File: src/rtl/ext_irq_ctrl.sv
// External interrupt controller: synchronises device lines, tracks edge/level pending
// state and presents one fixed-priority request at a time to the core via INT/INT_NUM.
module ext_irq_ctrl #(
    parameter int NUM_IRQ     = 8,
    parameter int SYNC_STAGES = 2
) (
    input  logic               clk,
    input  logic               rst_n,
    input  logic [NUM_IRQ-1:0] irq_in,
    input  logic [NUM_IRQ-1:0] irq_en,
    input  logic [NUM_IRQ-1:0] irq_edge,
    input  logic               irq_ack,
    input  logic               irq_done,
    output logic               INT,
    output logic [2:0]         INT_NUM,
    output logic [NUM_IRQ-1:0] irq_pending,
    output logic               in_service
);

    typedef enum logic [1:0] {IDLE, REQ, SERVICE} state_t;

    state_t                                r_state;
    logic [SYNC_STAGES-1:0][NUM_IRQ-1:0]   r_sync;
    logic [NUM_IRQ-1:0]                    r_prev;
    logic [NUM_IRQ-1:0]                    r_pend;
    logic [NUM_IRQ-1:0]                    r_edge_q;
    logic                                  r_int;
    logic [2:0]                            r_int_num;
    logic                                  r_in_svc;

    logic [NUM_IRQ-1:0] w_s;
    logic [NUM_IRQ-1:0] w_elig;
    logic [NUM_IRQ-1:0] w_clr;
    logic [NUM_IRQ-1:0] w_pend_nxt;
    logic [2:0]         w_win;
    logic               w_ack_ok;

    assign w_s      = r_sync[SYNC_STAGES-1];
    assign w_elig   = r_pend & irq_en;
    assign w_ack_ok = (r_state == REQ) && irq_ack;

    // Lowest index wins: scan downwards so the last hit is the smallest index.
    always_comb begin
        w_win = 3'd0;
        for (int i = NUM_IRQ - 1; i >= 0; i--) begin
            if (w_elig[i]) w_win = 3'(i);
        end
    end

    always_comb begin
        w_clr = '0;
        if (w_ack_ok) w_clr[r_int_num] = 1'b1;
        for (int i = 0; i < NUM_IRQ; i++) begin
            if (irq_edge[i] != r_edge_q[i])
                w_pend_nxt[i] = 1'b0;
            else if (irq_edge[i])
                w_pend_nxt[i] = (w_s[i] & ~r_prev[i]) | (r_pend[i] & ~w_clr[i]);
            else
                w_pend_nxt[i] = w_s[i];
        end
    end

    always_ff @(posedge clk or negedge rst_n) begin
        if (!rst_n) begin
            r_sync   <= '0;
            r_prev   <= '0;
            r_pend   <= '0;
            r_edge_q <= '0;
        end else begin
            r_sync   <= {r_sync[SYNC_STAGES-2:0], irq_in};
            r_prev   <= w_s;
            r_pend   <= w_pend_nxt;
            r_edge_q <= irq_edge;
        end
    end

    // Ack is checked before withdraw so a claim in the same cycle is never lost.
    always_ff @(posedge clk or negedge rst_n) begin
        if (!rst_n) begin
            r_state   <= IDLE;
            r_int     <= 1'b0;
            r_int_num <= 3'd0;
            r_in_svc  <= 1'b0;
        end else begin
            case (r_state)
                IDLE: begin
                    if (|w_elig) begin
                        r_int_num <= w_win;
                        r_int     <= 1'b1;
                        r_state   <= REQ;
                    end
                end
                REQ: begin
                    if (irq_ack) begin
                        r_int    <= 1'b0;
                        r_in_svc <= 1'b1;
                        r_state  <= SERVICE;
                    end else if (!w_elig[r_int_num]) begin
                        r_int   <= 1'b0;
                        r_state <= IDLE;
                    end
                end
                SERVICE: begin
                    if (irq_done) begin
                        r_in_svc <= 1'b0;
                        r_state  <= IDLE;
                    end
                end
                default: begin
                    r_int    <= 1'b0;
                    r_in_svc <= 1'b0;
                    r_state  <= IDLE;
                end
            endcase
        end
    end

    assign INT         = r_int;
    assign INT_NUM     = r_int_num;
    assign irq_pending = r_pend;
    assign in_service  = r_in_svc;

endmodule

File: config.mk
export PLATFORM = sky130hd
export DESIGN_NAME = ext_irq_ctrl
export DESIGN_NICKNAME = d
export VERILOG_FILES = /design/src/rtl/ext_irq_ctrl.sv
export SDC_FILE = /design/constraint.sdc
export NUM_CORES = 1
export LEC_CHECK = 0
export CORE_UTILIZATION = 40
export DETAILED_ROUTE_END_ITERATION = 8
export PLACE_DENSITY = 0.77
export SETUP_SLACK_MARGIN = 0.5
export SYNTH_ARGS = -nofsm -noshare
export SYNTH_HDL_FRONTEND = slang
export SYNTH_SLANG_ARGS = --single-unit
File: constraint.sdc
create_clock -name clk -period 1.55 [get_ports clk]
set_input_delay 0.3875 -clock clk [delete_from_list [all_inputs] [get_ports clk]]
set_output_delay 0.3875 -clock clk [all_outputs]
set_load 0.02 [all_outputs]
==> results.toml <==
[run_status]
status = "complete, no violations"

[critical_path]
path_delay_family = "compound AO/OA/AOI/OAI gates"
reg2reg_from = "irq_pending[4]$_DFF_PN0_"
cp-endpoint = "INT$_DFFE_PN0P_"
critPathCaptureType = "register"
rr_endpoint = "INT$_DFFE_PN0P_"
worstPathMaxFanout = 3
path_class = "reg -> reg"
path_buf_inv = 2
arrival_ns = 1.69
slowest_delay_ns = 0.40
path_cells = "buf_6 > buf_6 > a22oi_2 > nand4_1 > a22oi_2 > o21ai_2"
reg2regPathDepth = 6
cp-start-kind = "register"
rrSetupSlack_ns = 0.06
crit_cells = 6
cp.required_ns = 1.75
crit_slowest_cell = "dfrtp_1"
cp-startpoint = "irq_pending[4]$_DFF_PN0_"

[cts]
clkLatencyLatePin_ns = 0.31
ctsHoldBuffers = 0
cts_tree = "built"
root_buffer = "clkbuf_8"
clk_pin_slew_worst_paths_ns = 0.09
clkSinkCount = 47
clockBufferDepth = 2
htree_num_levels = 2
cts_buffers = 5

[sta]
slew-limit-headroom_pct = 80.5
fin_ws_ns = 0.0594
period_needed_ns = 1.49
clock.fmax_mhz = 671
tns_ns = 0
slew_viol_final = 0
grt_setup_unrepaired = "true"
clock-skew-final_ns = 0.00900
fin_crit_sh_pct = 96.2
worst_pin_slew_ns = 0.291
setup_violations = 0
hold_viol_final = 0

[yosys]
ys_ff_latch = 47
ys.flop_type = "dfrtp_1"
synth.distinct_cells = 27
synth_nets = 179
synth.cell_area_sq_um = 1750
synth-async-reset-ratio_pct = 100
syn_inst = 151
syn_area_per_cell_sq_um = 11.6
ys_seq_area_share_pct = 67.3
synth-edff-count = 0
yosys_warnings = 0

[global_routing]
antenna_found_initial = 0
grt_pass1_wl_um = 6640
grt_pass1_vias = 1479
overflow = 0
grt_max_degree = 48
grtUsageTotal_pct = 20.5

[routing]
wl_per_cell_um = 15.2
ant_nets = 0
drc = 0
wirelength_um = 4350
drt_iter0_markers = 104
viasPerCell = 5.31
vias = 1520
dr.pass1.iters = 4

[final_layout]
diodes = 0
fill_cells = 297
layout_common_cells = "dfrtp_1 (38), buf_4 (26), buf_6 (23)"
areaGrowthSynthToFinish_pct = 55.9
drive_gt1_share_pct = 39.0
fin_nets = 263
final_common_cell = "dfrtp_1"
final_util_pct = 66.6
final_cell_area_sq_um = 2720

[die]
rows = 23
die_w_um = 68.1
initial_core_util_pct = 42.7
io_pins = 41
core_area_sq_um = 4090
dieArea_sq_um = 4630
die_y_um = 68.1

[run]
maxCapViolCount = 0

[power]
power_frac_seq_pct = 43.2
p_switching_w = 0.00123
cell_internal_pwr_w = 0.00235
comb_power_share_pct = 35.4
finalPower_w = 0.00359
irDropWorstVdd_v = 0.000746
cellPowerDensity_nw_per_um2 = 1320
power.share.clock_pct = 21.3
p_leak_nw = 1.24
sw_frac_of_total_pct = 34.4

[placed_design]
dp_hpwl_um = 2610
dp_slack_ns = -0.418
port_buffers = 40
routabilityCongestion = 0.822
place_area_sq_um = 2340

[hold_path]
hold_path.class = "in -> async"
worst min-delay path by stage:
stage                              startpoint                     end  slack, ns  cells after the start
after floorplan                         rst_n         INT$_DFFE_PN0P_       0.09                      0
after global placement    r_sync[1]$_DFF_PN0_        w_s[1]$_DFF_PN0_       0.33                      0
after detailed placement  r_sync[1]$_DFF_PN0_        w_s[1]$_DFF_PN0_       0.34                      0
after CTS                               rst_n  r_state[0]$_DFFE_PN0P_       0.04                      2
after global routing                    rst_n     r_prev[5]$_DFF_PN0_       0.06                      2
final                                   rst_n  INT_NUM[0]$_DFFE_PN0P_       0.04                      2
state kept, by name, summed over array words and instances, names as in the netlist:
signal,flops
r_sync,8
r_prev,8
in_service,1
r_state,2
INT,1
INT_NUM,3
r_edge_q,8
w_s,8
irq_pending,8
final cells by class:
class	count	area [sq um]	share of cell area [%]
clock buffers	5	68.8	2.53
clock inverters	3	22.5	0.827
inverters	3	11.3	0.414
multi-input cells	99	632	23.2
flip-flops and latches	47	1190	43.6
well taps	50	62.6	2.30
repair buffers	79	738	27.1
per-layer routing:
metal,GRT usage (%),vias to the layer above,routed length (um),share of wire (%)
li1,-,700,-,-
met1,25.7,755,1870,43
met2,31.3,58,2120,49
met3,7.33,7,282,6.5
met4,10.2,0,67,1.5
met5,0,-,0,0
logic make-up after synthesis:
| logic type | synth area share [%] |
|---|---|
| flip-flops | 67.3 |
| buffers and inverters | 1.58 |
| multiplexers | 1.29 |
| AO/OA/AOI/OAI | 15.4 |
| AND/OR/NAND/NOR | 14.4 |
cell usage after synthesis (2+ instances only):
library cell	count	area, sq um
a211oi_1	2	15.0
a21oi_1	6	30.0
a22oi_1	5	37.5
and2_1	2	12.5
dfrtp_1	47	1180
inv_1	3	11.3
nand2_1	25	93.8
nand2b_1	3	18.8
nand3_1	2	10.0
nor2_1	19	71.3
nor3_1	2	10.0
o2111ai_1	6	52.6
o21ai_0	12	60.1
o21ai_1	4	20.0
repair_timing:
item                       CTS  global route
gates resized for setup     93            20
pin swaps                   11            14
setup endpoints to repair   26            26
buffers inserted            19             6
per-stage QoR:
stage / hold slack, ns / instances
after floorplan: 0.0919 / 151
after global placement: 0.332 / 253
final: 0.0373 / 286
after CTS: 0.0413 / 280
after global routing: 0.0572 / 286
after detailed placement: 0.336 / 253
power by group through the flow:
stage | registers, W | logic (W) | clock network [W]
final | 0.00155 | 0.00127 | 0.000765
after global routing | 0.00157 | 0.00137 | 0.000830
after CTS | 0.00154 | 0.00113 | 0.000791
after detailed placement | 0.00159 | 0.000864 | 0
after global placement | 0.00159 | 0.000851 | 0
after floorplan | 0.00162 | 0.000430 | 0
No activity file was read; power rests on OpenSTA's default activity.
